**src/rtl/charlie7x5_scan_if.sv**
```systemverilog
// charlie7x5_scan_if: pixel-write / commit bus between top logic and the scanner.
// master = top logic (writes rows, commits); slave = charlie7x5_scan.
interface charlie7x5_scan_if;
    logic       wr_en;
    logic [2:0] wr_row;
    logic [4:0] wr_data;
    logic       commit;
    logic       pending;
    logic       frame_sync;

    modport master (
        output wr_en, wr_row, wr_data, commit,
        input  pending, frame_sync
    );

    modport slave (
        input  wr_en, wr_row, wr_data, commit,
        output pending, frame_sync
    );
endinterface

```
**src/rtl/charlie7x5_scan.sv**
```systemverilog
// charlie7x5_scan: double-buffered 7x5 charlieplex scanner, one anode row per slot.
// Ports: clk, rst_n (async low), bus (write/commit/pending/frame_sync), pin oe/o; dim if CHARLIE7X5_DIM_EN.
module charlie7x5_scan #(
    parameter int TICKS_PER_ROW = 13714,
    parameter int BLANK_TICKS   = 48
) (
    input  logic                  clk,
    input  logic                  rst_n,
    charlie7x5_scan_if.slave      bus,
`ifdef CHARLIE7X5_DIM_EN
    input  logic [3:0]            dim,
`endif
    output logic [6:0]            charlie7x5_oe,
    output logic [6:0]            charlie7x5_o
);
    localparam int TW = (TICKS_PER_ROW > 1) ? $clog2(TICKS_PER_ROW) : 1;
    localparam logic [TW-1:0] TICK_LAST = TW'(TICKS_PER_ROW - 1);
    localparam logic [TW-1:0] TICK_ON   = TW'(BLANK_TICKS);

    logic [2:0]      r_row;
    logic [TW-1:0]   r_tick;
    logic [6:0][4:0] r_front;
    logic [6:0][4:0] r_back;
    logic            r_pending;
    logic            r_fsync;
    logic [6:0]      r_oe;
    logic [6:0]      r_o;

    logic            w_row_end;
    logic            w_swap;
    logic            w_gate;
    logic            w_on;
    logic [4:0]      w_lit;
    logic [6:0]      w_anode;
    logic [6:0]      w_low;
    logic [6:0]      w_cath;
    logic [6:0]      w_oe;
    logic [6:0]      w_o;

    assign w_row_end = (r_tick == TICK_LAST);
    assign w_swap    = w_row_end && (r_row == 3'd6);

`ifdef CHARLIE7X5_DIM_EN
    logic [3:0] r_pwm;
    logic [3:0] r_dim;
    logic [3:0] w_dim;

    // Use the live input on tick 0 so the sample applies to its own row.
    assign w_dim  = (r_tick == '0) ? dim : r_dim;
    assign w_gate = (r_pwm <= w_dim);

    always_ff @(posedge clk or negedge rst_n) begin
        if (!rst_n) begin
            r_pwm <= '0;
            r_dim <= '0;
        end else begin
            r_pwm <= r_pwm + 4'd1;
            if (r_tick == '0) r_dim <= dim;
        end
    end
`else
    assign w_gate = 1'b1;
`endif

    // Columns below the anode keep their pin index; the rest shift up by one.
    always_comb begin
        w_lit   = r_front[r_row];
        w_anode = 7'b1 << r_row;
        w_low   = w_anode - 7'd1;
        w_cath  = ({2'b00, w_lit} & w_low)
                | ({1'b0, w_lit, 1'b0} & ~(w_low | w_anode));
        w_on    = (r_tick >= TICK_ON) && w_gate;
        w_oe    = '0;
        w_o     = '0;
        if (w_on) begin
            w_oe = w_anode | w_cath;
            w_o  = w_anode;
        end
    end

    always_ff @(posedge clk or negedge rst_n) begin
        if (!rst_n) begin
            r_row     <= '0;
            r_tick    <= '0;
            r_front   <= '0;
            r_back    <= '0;
            r_pending <= 1'b0;
            r_fsync   <= 1'b0;
            r_oe      <= '0;
            r_o       <= '0;
        end else begin
            if (w_row_end) begin
                r_tick <= '0;
                r_row  <= (r_row == 3'd6) ? 3'd0 : r_row + 3'd1;
            end else begin
                r_tick <= r_tick + 1'b1;
            end

            // Copy sees back before any same-edge write.
            if (w_swap && r_pending) r_front <= r_back;

            if (bus.wr_en && (bus.wr_row != 3'd7))
                r_back[bus.wr_row] <= bus.wr_data;

            // A commit on the swap edge survives for the next frame.
            r_pending <= bus.commit | (r_pending & ~w_swap);

            r_fsync <= (r_row == 3'd0) && (r_tick == '0);
            r_oe    <= w_oe;
            r_o     <= w_o;
        end
    end

    assign bus.pending    = r_pending;
    assign bus.frame_sync = r_fsync;
    assign charlie7x5_oe  = r_oe;
    assign charlie7x5_o   = r_o;
endmodule

```
**src/flat_wrapper.sv**
```systemverilog
// flat-port wrapper written by rule: the top's interface ports become plain ports
module charlie7x5_scan_flat 
#(
    parameter int TICKS_PER_ROW = 13714,
    parameter int BLANK_TICKS   = 48
)
  (clk, rst_n, charlie7x5_oe, charlie7x5_o, bus_wr_en, bus_wr_row, bus_wr_data, bus_commit, bus_pending, bus_frame_sync);
  charlie7x5_scan_if bus_i ();
  input  logic clk;
  input  logic rst_n;
  output logic [6:0] charlie7x5_oe;
  output logic [6:0] charlie7x5_o;
  input wire logic [$bits(bus_i.wr_en)-1:0] bus_wr_en;
  input wire logic [$bits(bus_i.wr_row)-1:0] bus_wr_row;
  input wire logic [$bits(bus_i.wr_data)-1:0] bus_wr_data;
  input wire logic [$bits(bus_i.commit)-1:0] bus_commit;
  output wire logic [$bits(bus_i.pending)-1:0] bus_pending;
  output wire logic [$bits(bus_i.frame_sync)-1:0] bus_frame_sync;
  assign bus_i.wr_en = bus_wr_en;
  assign bus_i.wr_row = bus_wr_row;
  assign bus_i.wr_data = bus_wr_data;
  assign bus_i.commit = bus_commit;
  assign bus_pending = bus_i.pending;
  assign bus_frame_sync = bus_i.frame_sync;
  charlie7x5_scan #(.TICKS_PER_ROW(TICKS_PER_ROW), .BLANK_TICKS(BLANK_TICKS)) u_core (.clk(clk), .rst_n(rst_n), .bus(bus_i), .charlie7x5_oe(charlie7x5_oe), .charlie7x5_o(charlie7x5_o));
endmodule
```
**config.mk**
```make
export PLATFORM = sky130hd
export DESIGN_NAME = charlie7x5_scan_flat
export DESIGN_NICKNAME = d
export VERILOG_FILES = /design/src/rtl/charlie7x5_scan_if.sv /design/src/rtl/charlie7x5_scan.sv /design/src/flat_wrapper.sv
export SDC_FILE = /design/constraint.sdc
export NUM_CORES = 1
export LEC_CHECK = 0
export CAP_MARGIN = 20
export CORE_MARGIN = 1.5
export CORE_UTILIZATION = 55
export DETAILED_ROUTE_END_ITERATION = 10
export GPL_ROUTABILITY_DRIVEN = 1
export GPL_TIMING_DRIVEN = 0
export PLACE_DENSITY_LB_ADDON = 0.1
export RECOVER_POWER = 100
export SKIP_LAST_GASP = 1
export SLEW_MARGIN = 20
export SYNTH_ARGS = -nofsm -noshare
export SYNTH_HDL_FRONTEND = slang
export SYNTH_SLANG_ARGS = --single-unit
```
**constraint.sdc**
```tcl
create_clock -name clk -period 5.35 [get_ports clk]
set_input_delay 1.07 -clock clk [delete_from_list [all_inputs] [get_ports clk]]
set_output_delay 1.07 -clock clk [all_outputs]
set_load 0.02 [all_outputs]
```
; ---- After elaboration in Yosys (flattened, before gate mapping)
; Cells that the tools add are included.
; W data, S select, Z words.
[op_classes]
addsub = 3
multipliers = 0
n_div = 0
order_cmp = 4
eq_ne = 3
n_shift = 1
muxes = 9
bitwise_logic = 9
reduce_logical = 7
[op_table]
columns = cell, n
row1 = $bwmux W35, 1
row2 = $or A7 B7 Y7, 3
row3 = $bmux W5 S3, 1
row4 = $demux W5 S3, 1
row5 = $add A14 B1 Y14 const B, 1
row6 = $eq A14 B14 Y1 const B, 1
row7 = $ge A14 B6 Y1 const B, 1
row8 = $logic_not A14 Y1, 1
row9 = $mux W14, 1
row10 = $mux W7, 2
row11 = $mux W5, 2
row12 = $lt A3 B4 Y1 const B, 2
row13 = $and A5 B7 Y7, 1
row14 = $and A6 B7 Y7, 1
row15 = $not A7 Y7, 1
row16 = $shl A1 B3 Y7 const A, 1
row17 = $sub A7 B1 Y7 const B, 1
row18 = $logic_and A1 B1 Y1, 5
row19 = $add A3 B1 Y3 const B, 1
row20 = $eq A3 B3 Y1 const B, 1
row21 = $ge A3 B1 Y1 const B, 1
row22 = $logic_not A3 Y1, 1
row23 = $mux W3, 1
row24 = $ne A3 B3 Y1 const B, 1
row25 = other kinds (3), 3
[totals]
regBits = 103
latchBits = 0
ramBits = 0
mem_bits_ro = 0
inputBits = 12
output_inout_bits = 16
memories = 0

; ---- Logic depth before layout (Yosys ltp)
; Gate-level depths: netlist of the first run.
[depth]
word_depth = 8
depth_mapped = 8
ltp_nobuf = 6

; ---- Worst setup path before layout of the first run
; Ideal clock, no wire load.
[synth_path]
path_kind = input port to flip-flop
startpoint = input bus_wr_row[0]
endpoint = register u_core.r_back[10] (netlist bit)
setup_time_ps = 125
arrival_time_ps = 2090
required_time_ps = 5225
path_slack_ps = 3135
stages = 3
path_cell_list = nand2b_1 nor3b_1 mux2_2
[synth_via]
elab_chain_len = 5
word_cells_on_any_way = 8
cone_classes = order compare: 2 / eq/ne: 1 / mux: 3 / reduce/logical: 2
[synth_lines]
columns = item, line_no
row1 = "start, declared", flat_wrapper.sv:14  ; input wire logic [$bits(bus_i.wr_row)-1:0] bus_wr_row;
row2 = $lt A3 B4 Y1 (implied by the code) / $ge A3 B1 Y1 (equally long branches), charlie7x5_scan.sv:103  ; r_back[bus.wr_row] <= bus.wr_data;
row3 = $logic_and A1 B1 Y1 (implied by the code), charlie7x5_scan.sv:103
row4 = $mux W5 (implied by the code), charlie7x5_scan.sv:103
row5 = $demux W5 S3, --
row6 = $bwmux W35, charlie7x5_scan.sv:103
row7 = "end signal, assigned by index", charlie7x5_scan.sv:103
row8 = "end, declared", charlie7x5_scan.sv:23  ; logic [6:0][4:0] r_back;
; Several ways; a longest one is shown, not always the timed one.
; A chain may end at the register's enable or synchronous reset.

; ---- Worst setup path after layout of the first run
[layout_path]
startpoint = register u_core.r_tick[2]
endpoint = register u_core.r_front[26] (netlist bit)
[layout_via]
elab_chain_len = 3
[layout_lines]
columns = item, line_no
row1 = "start, declared", charlie7x5_scan.sv:21  ; logic [TW-1:0] r_tick;
row2 = "start signal, assigned", charlie7x5_scan.sv:96  ; r_tick <= r_tick + 1'b1;
row3 = $eq A14 B14 Y1, charlie7x5_scan.sv:40  ; assign w_row_end = (r_tick == TICK_LAST);
row4 = $logic_and A1 B1 Y1, charlie7x5_scan.sv:41  ; assign w_swap = w_row_end && (r_row == 3'd6);
row5 = $logic_and A1 B1 Y1, charlie7x5_scan.sv:100  ; if (w_swap && r_pending) r_front <= r_back;
row6 = "end signal, assigned", charlie7x5_scan.sv:100
row7 = "end, declared", charlie7x5_scan.sv:22  ; logic [6:0][4:0] r_front;
; Every way passes these cells.

==> results.sh, run 1 <==
export IMPL_grt_usage=0.2062
export IMPL_dpl_cell_area_um2=4866
export IMPL_cp_slowest_stage_delay_ns=0.90
export IMPL_cts_resized=0
export IMPL_n_antenna_cell=0
export IMPL_post_cts_buffers=0
export IMPL_fmax_ghz=0.2857
export IMPL_finalInstanceArea_um2=5011
export IMPL_drt_pass1_iterations=4
export IMPL_fin_nets=392
export IMPL_maxCapViolCount=1
export IMPL_cp_max_fo=10
export IMPL_cp_common_cell="clkbuf_1"
export IMPL_cts_tree="yes"
export IMPL_hold_violations=0
export IMPL_synth_top_cells_by_area="dfrtp_1, mux2_2, mux2_1"
export IMPL_crit_type="flip-flop to flip-flop"
export IMPL_layout_common_cells="dfrtp_1, mux2_2, mux2_1"
export IMPL_syn_avg_cell_area_um2=13.25
export IMPL_cp_num_cells=6
export IMPL_grt_pass1_wl_um=13480
export IMPL_skew_ns=0.01031
export IMPL_fin_util=0.6451
export IMPL_worstSetupEndpoint="u_core.r_front[26]"
export IMPL_synthesis_instances=335
export IMPL_num_rows=32
export IMPL_start_kind="flip-flop"
export IMPL_cts_inserted_buffers=9
export IMPL_grt_overflow=0
export IMPL_post_route_min_period_ns=3.500
export IMPL_maxSlewViolCount=38
export IMPL_startpoint="u_core.r_tick[2]"
export IMPL_ctsHoldBuffers=0
export IMPL_routabilityCongestion=0.8080
export IMPL_drtIter0Drc=109
export IMPL_r2r_start="u_core.r_tick[2]"
export IMPL_r2r_end="u_core.r_front[26]"
export IMPL_syn_area_um2=4439
export IMPL_clk_path_buf_depth=2
export IMPL_irDropWorstVdd_uv=172.6
export IMPL_ant_nets=0
export IMPL_mostFrequentLayoutCell="dfrtp_1"
export IMPL_die_w_um=92.84
export IMPL_grt_max_degree=66
export IMPL_cp_top_family="simple AND/OR/NAND/NOR gates"
export IMPL_yosys_area_top_type="dfrtp_1"
export IMPL_crit_path_end_kind="flip-flop"
export IMPL_crit_path_cell_trace="or3_1 > nor4_1 > and3_1 > clkbuf_1 > clkbuf_1 > mux2_1"
export IMPL_setup_viol=0
export IMPL_die_area_um2=8619
export IMPL_hpwl_um=5499
export IMPL_wirelength_um=7788
export IMPL_die_y_um=92.84
export IMPL_io_pin_count=28
export IMPL_clkLatencyLatePin_ns=0.36
export IMPL_avgRoutedWirePerCell_um=16.19
export IMPL_p_leak_nw=2.263
export IMPL_worst_pin_slew_ns=2.110
export IMPL_post_route_period_util=0.6542
export IMPL_port_buffers=27
export IMPL_crit_buf_inv=2
export IMPL_synth_warnings=0
export IMPL_rsz0062_at_grt="false"
export IMPL_crit_arrival_ns=3.74
export IMPL_ys_ff_latch=102
export IMPL_ys_seq_area_frac=0.5750
export IMPL_grt_pass1_vias=2652
export IMPL_clock_tree_root_cell="clkbuf_8"
export IMPL_drc=0
export IMPL_synth_cell_type_count=44
export IMPL_via_per_inst=5.505
export IMPL_ff2ff_setup_slack_ns=1.85
export IMPL_reg2reg_depth=6
export IMPL_core_area_um2=7767
export IMPL_cts_sinks=102
export IMPL_syn_to_final_growth_pct=12.88
export IMPL_status="complete, but fails checks"
export IMPL_required_ns=5.59
export IMPL_num_vias=2648
export IMPL_synth_nets=353
export IMPL_hold_path_class="flip-flop to flip-flop"
export IMPL_grt_antenna_before_repair=0
export IMPL_min_from="u_core.r_back[28]"
export IMPL_synth_top_area_frac=0.5750
export IMPL_power_density_nw_per_um2=286.1
export IMPL_htree_levels=3
export IMPL_slowest_stage="nor4_1"
export IMPL_drive_gt1_frac=0.1636
export IMPL_clkSlewWorstSetupHoldPaths_ns=0.09
export IMPL_violations="capacitance limit, slew limit"
export IMPL_initial_core_util=0.5715
export IMPL_relSlewSlack=-0.4066
[routing by layer]
metal,vias up,GRT usage,share of wire
met4,0,0.07828,0.017
li1,1264,-,-
met5,-,0,0
met1,1325,0.2911,0.48
met3,12,0.03941,0.031
met2,47,0.3169,0.47
[sequential cells by signal (all words and copies together), names as in the netlist]
signal	flops
u_core.r_back	35
u_core.r_front	35
u_core.r_tick	14
u_core.charlie7x5_o	7
u_core.charlie7x5_oe	6
u_core.r_row	3
u_core.bus.frame_sync	1
u_core.bus.pending	1
[final cells by class]
class                   count  area, µm²
repair buffers             28      291.5
plain buffers              15      60.06
flip-flops and latches    102       2552
inverters                   8      30.03
clock buffers              10      137.6
clock inverters             6      71.32
multi-input cells         210       1740
fillers                   624       2756
well taps                 102      127.6
[where the power goes]
part | leakage [nW] | switching [mW] | total (mW) | internal (mW)
logic | 0.838 | 0.0379 | 0.0915 | 0.0536
clock network | 0.0987 | 0.257 | 0.488 | 0.231
registers | 1.33 | 0.0261 | 0.854 | 0.828
total | 2.26 | 0.321 | 1.43 | 1.11
[worst register-to-register path: stages (launching register included)]
cell and delay [ns]:
dfrtp_1 0.45, or3_1 0.40, nor4_1 0.90, and3_1 0.28, clkbuf_1 0.41, clkbuf_1 0.57, mux2_1 0.38
[Yosys cell counts, drive strengths merged]
cell type,number
a2111oi,1
a211oi,3
a21o,1
a21oi,7
a22oi,3
a31oi,1
and2,5
and3,4
and4,1
and4b,1
buf,6
clkbuf,9
dfrtp,102
ha,6
inv,8
mux2,72
mux2i,15
nand2,10
nand2b,2
nand3,7
nand3b,5
nand4,5
nand4b,3
nor2,18
nor2b,2
nor3,8
nor3b,3
nor4,1
nor4b,1
o211ai,2
o21a,1
o21ai,5
o221ai,1
o22ai,1
or2,1
or3,3
or3b,1
xnor2,6
xor2,4
[how the worst min path moves through the flow]
stage                     cells after the start                 end
after floorplan                               1  u_core.r_front[10]
after global placement                        1  u_core.r_front[15]
after detailed placement                      1  u_core.r_front[27]
after CTS                                     1  u_core.r_front[28]
after global routing                          1  u_core.r_front[17]
final                                         1  u_core.r_front[28]
[kinds of logic (layout without fill, tap and decap cells)]
group,after synthesis,in the layout,share of synthesized area
compound gates,26,26,0.03720
xor+xnor,10,10,0.01973
fa+ha+maj,6,6,0.01691
buf+inv,23,67,0.02959
flops,102,102,0.5750
mux,87,87,0.2165
simple gates,81,81,0.1051
[stage by stage]
stage          TNS, ns  setup WS (ns)  cells  power [mW]  hold slack (ns)
4_1_cts              0          2.696    481       1.457           0.4882
5_1_grt              0          1.639    481       1.502           0.5106
3_5_place_dp         0          2.294    465      0.9656           0.4728
2_1_floorplan        0          3.135    335      0.9180           0.4574
3_3_place_gp    -46.96        -0.4681    464      0.9562           0.4659
6_report             0          1.850    481       1.434           0.4904
Note: power is estimated with default switching activity, not from simulation.
==> run 2: changes to the inputs <==
Settings changed: CORE_UTILIZATION 55 to 53.
Clock period 5.35 ns to 3.2 ns, I/O delays scaled along.
==> results.sh, run 2 (synthesis results as in run 1) <==
export IMPL_status="complete, but fails checks"
export IMPL_violations="capacitance limit, slew limit"
export IMPL_grt_overflow=0
export IMPL_worst_pin_slew_ns=2.212
export IMPL_power_density_nw_per_um2=485.8
export IMPL_post_route_period_util=0.7451
export IMPL_num_rows=33
export IMPL_skew_ns=0.008883
export IMPL_clock_tree_root_cell="clkbuf_8"
export IMPL_grt_usage=0.2104
export IMPL_dpl_cell_area_um2=4870
export IMPL_drt_pass1_iterations=4
export IMPL_clkSlewWorstSetupHoldPaths_ns=0.10
export IMPL_core_area_um2=8175
export IMPL_maxCapViolCount=1
export IMPL_irDropWorstVdd_uv=275.6
export IMPL_cts_sinks=102
export IMPL_ctsHoldBuffers=0
export IMPL_start_kind="flip-flop"
export IMPL_place_ws_ns=0.5612
export IMPL_grt_max_degree=55
export IMPL_die_area_um2=8934
export IMPL_cts_inserted_buffers=9
export IMPL_crit_type="flip-flop to flip-flop"
export IMPL_cp_max_fo=10
export IMPL_post_route_min_period_ns=2.384
export IMPL_drtIter0Drc=99
export IMPL_required_ns=3.44
export IMPL_die_y_um=94.52
export IMPL_r2r_start="u_core.r_tick[5]"
export IMPL_mostFrequentLayoutCell="dfrtp_1"
export IMPL_post_cts_buffers=0
export IMPL_via_per_inst=5.564
export IMPL_htree_levels=3
export IMPL_setup_slack_ns=0.8157
export IMPL_grt_pass1_wl_um=14090
export IMPL_min_from="u_core.r_back[34]"
export IMPL_num_vias=2693
export IMPL_fin_nets=392
export IMPL_relSlewSlack=-0.4746
export IMPL_wirelength_um=8062
export IMPL_crit_path_end_kind="flip-flop"
export IMPL_p_leak_nw=2.293
export IMPL_initial_core_util=0.5430
export IMPL_power_mw=2.473
export IMPL_rsz0062_at_grt="false"
export IMPL_finalInstanceArea_um2=5091
export IMPL_drc=0
export IMPL_ant_nets=0
export IMPL_layout_common_cells="dfrtp_1, mux2_2, mux2_1"
export IMPL_maxSlewViolCount=49
export IMPL_syn_to_final_growth_pct=14.68
export IMPL_n_antenna_cell=0
export IMPL_grt_pass1_vias=2752
export IMPL_hold_path_class="flip-flop to flip-flop"
export IMPL_cts_resized=0
export IMPL_reg_top3="u_core.r_back (35), u_core.r_front (35), u_core.r_tick (14)"
export IMPL_hpwl_um=5688
export IMPL_hold_violations=0
export IMPL_clk_path_buf_depth=2
export IMPL_drive_gt1_frac=0.1741
export IMPL_io_pin_count=28
export IMPL_routabilityCongestion=0.7897
export IMPL_die_w_um=94.52
export IMPL_cts_tree="yes"
export IMPL_crit_arrival_ns=2.63
export IMPL_fmax_ghz=0.4194
export IMPL_setup_tns_final_ns=0
export IMPL_startpoint="u_core.r_tick[5]"
export IMPL_setup_viol=0
export IMPL_avgRoutedWirePerCell_um=16.66
export IMPL_clkLatencyLatePin_ns=0.36
export IMPL_grt_antenna_before_repair=0
export IMPL_port_buffers=27
[run 2: area by class of cell]
class / instances / area, µm²
well taps: 105 / 131.4
fillers: 664 / 3084
clock inverters: 5 / 82.58
clock buffers: 11 / 141.4
repair buffers: 28 / 296.5
multi-input cells: 210 / 1755
plain buffers: 15 / 101.3
inverters: 8 / 30.03
flip-flops and latches: 102 / 2552
[run 2: worst paths after layout]
| check | to | slack (ns) | cells after the start |
|---|---|---|---|
| max in group asynchronous | u_core.charlie7x5_oe[5] | 0.87 | 1 |
| setup reg to reg | u_core.r_front[10] | 0.82 | 6 |
| hold / removal | u_core.r_front[34] | 0.49 | 1 |
| setup / recovery | u_core.r_front[10] | 0.82 | 6 |
| hold reg to reg | u_core.r_front[34] | 0.49 | 1 |
| min in group asynchronous | u_core.r_tick[11] | 1.06 | 1 |
[run 2: critical path, stage by stage (launching register included)]
cell and delay, ns:
dfrtp_1 0.43, or3_1 0.46, nor4_4 0.44, and3_1 0.25
buf_6 0.18, buf_8 0.16, mux2_1 0.33
[run 2: power breakdown]
part           switching, mW  leakage, nW  internal, mW
registers             0.0434         1.33          1.38
logic                 0.0628        0.865        0.0899
clock network          0.431        0.102         0.462
total                  0.537         2.29          1.94
[run 2: metrics by stage]
stage,hold WS [ns],utilization,std cells
after floorplan,0.3444,-,335
after global placement,0.4664,0.5921,467
after detailed placement,0.4754,0.5957,468
after CTS,0.2051,0.6230,484
after global routing,0.5073,0.6227,484
final,0.4909,0.6227,484
[run 2: layer usage]
metal | vias to the layer above | track usage | share of wire
met3 | 16 | 0.02899 | 0.031
met4 | 0 | 0.09950 | 0.027
met2 | 55 | 0.3094 | 0.45
met5 | - | 0 | 0
li1 | 1275 | - | -
met1 | 1347 | 0.3083 | 0.49
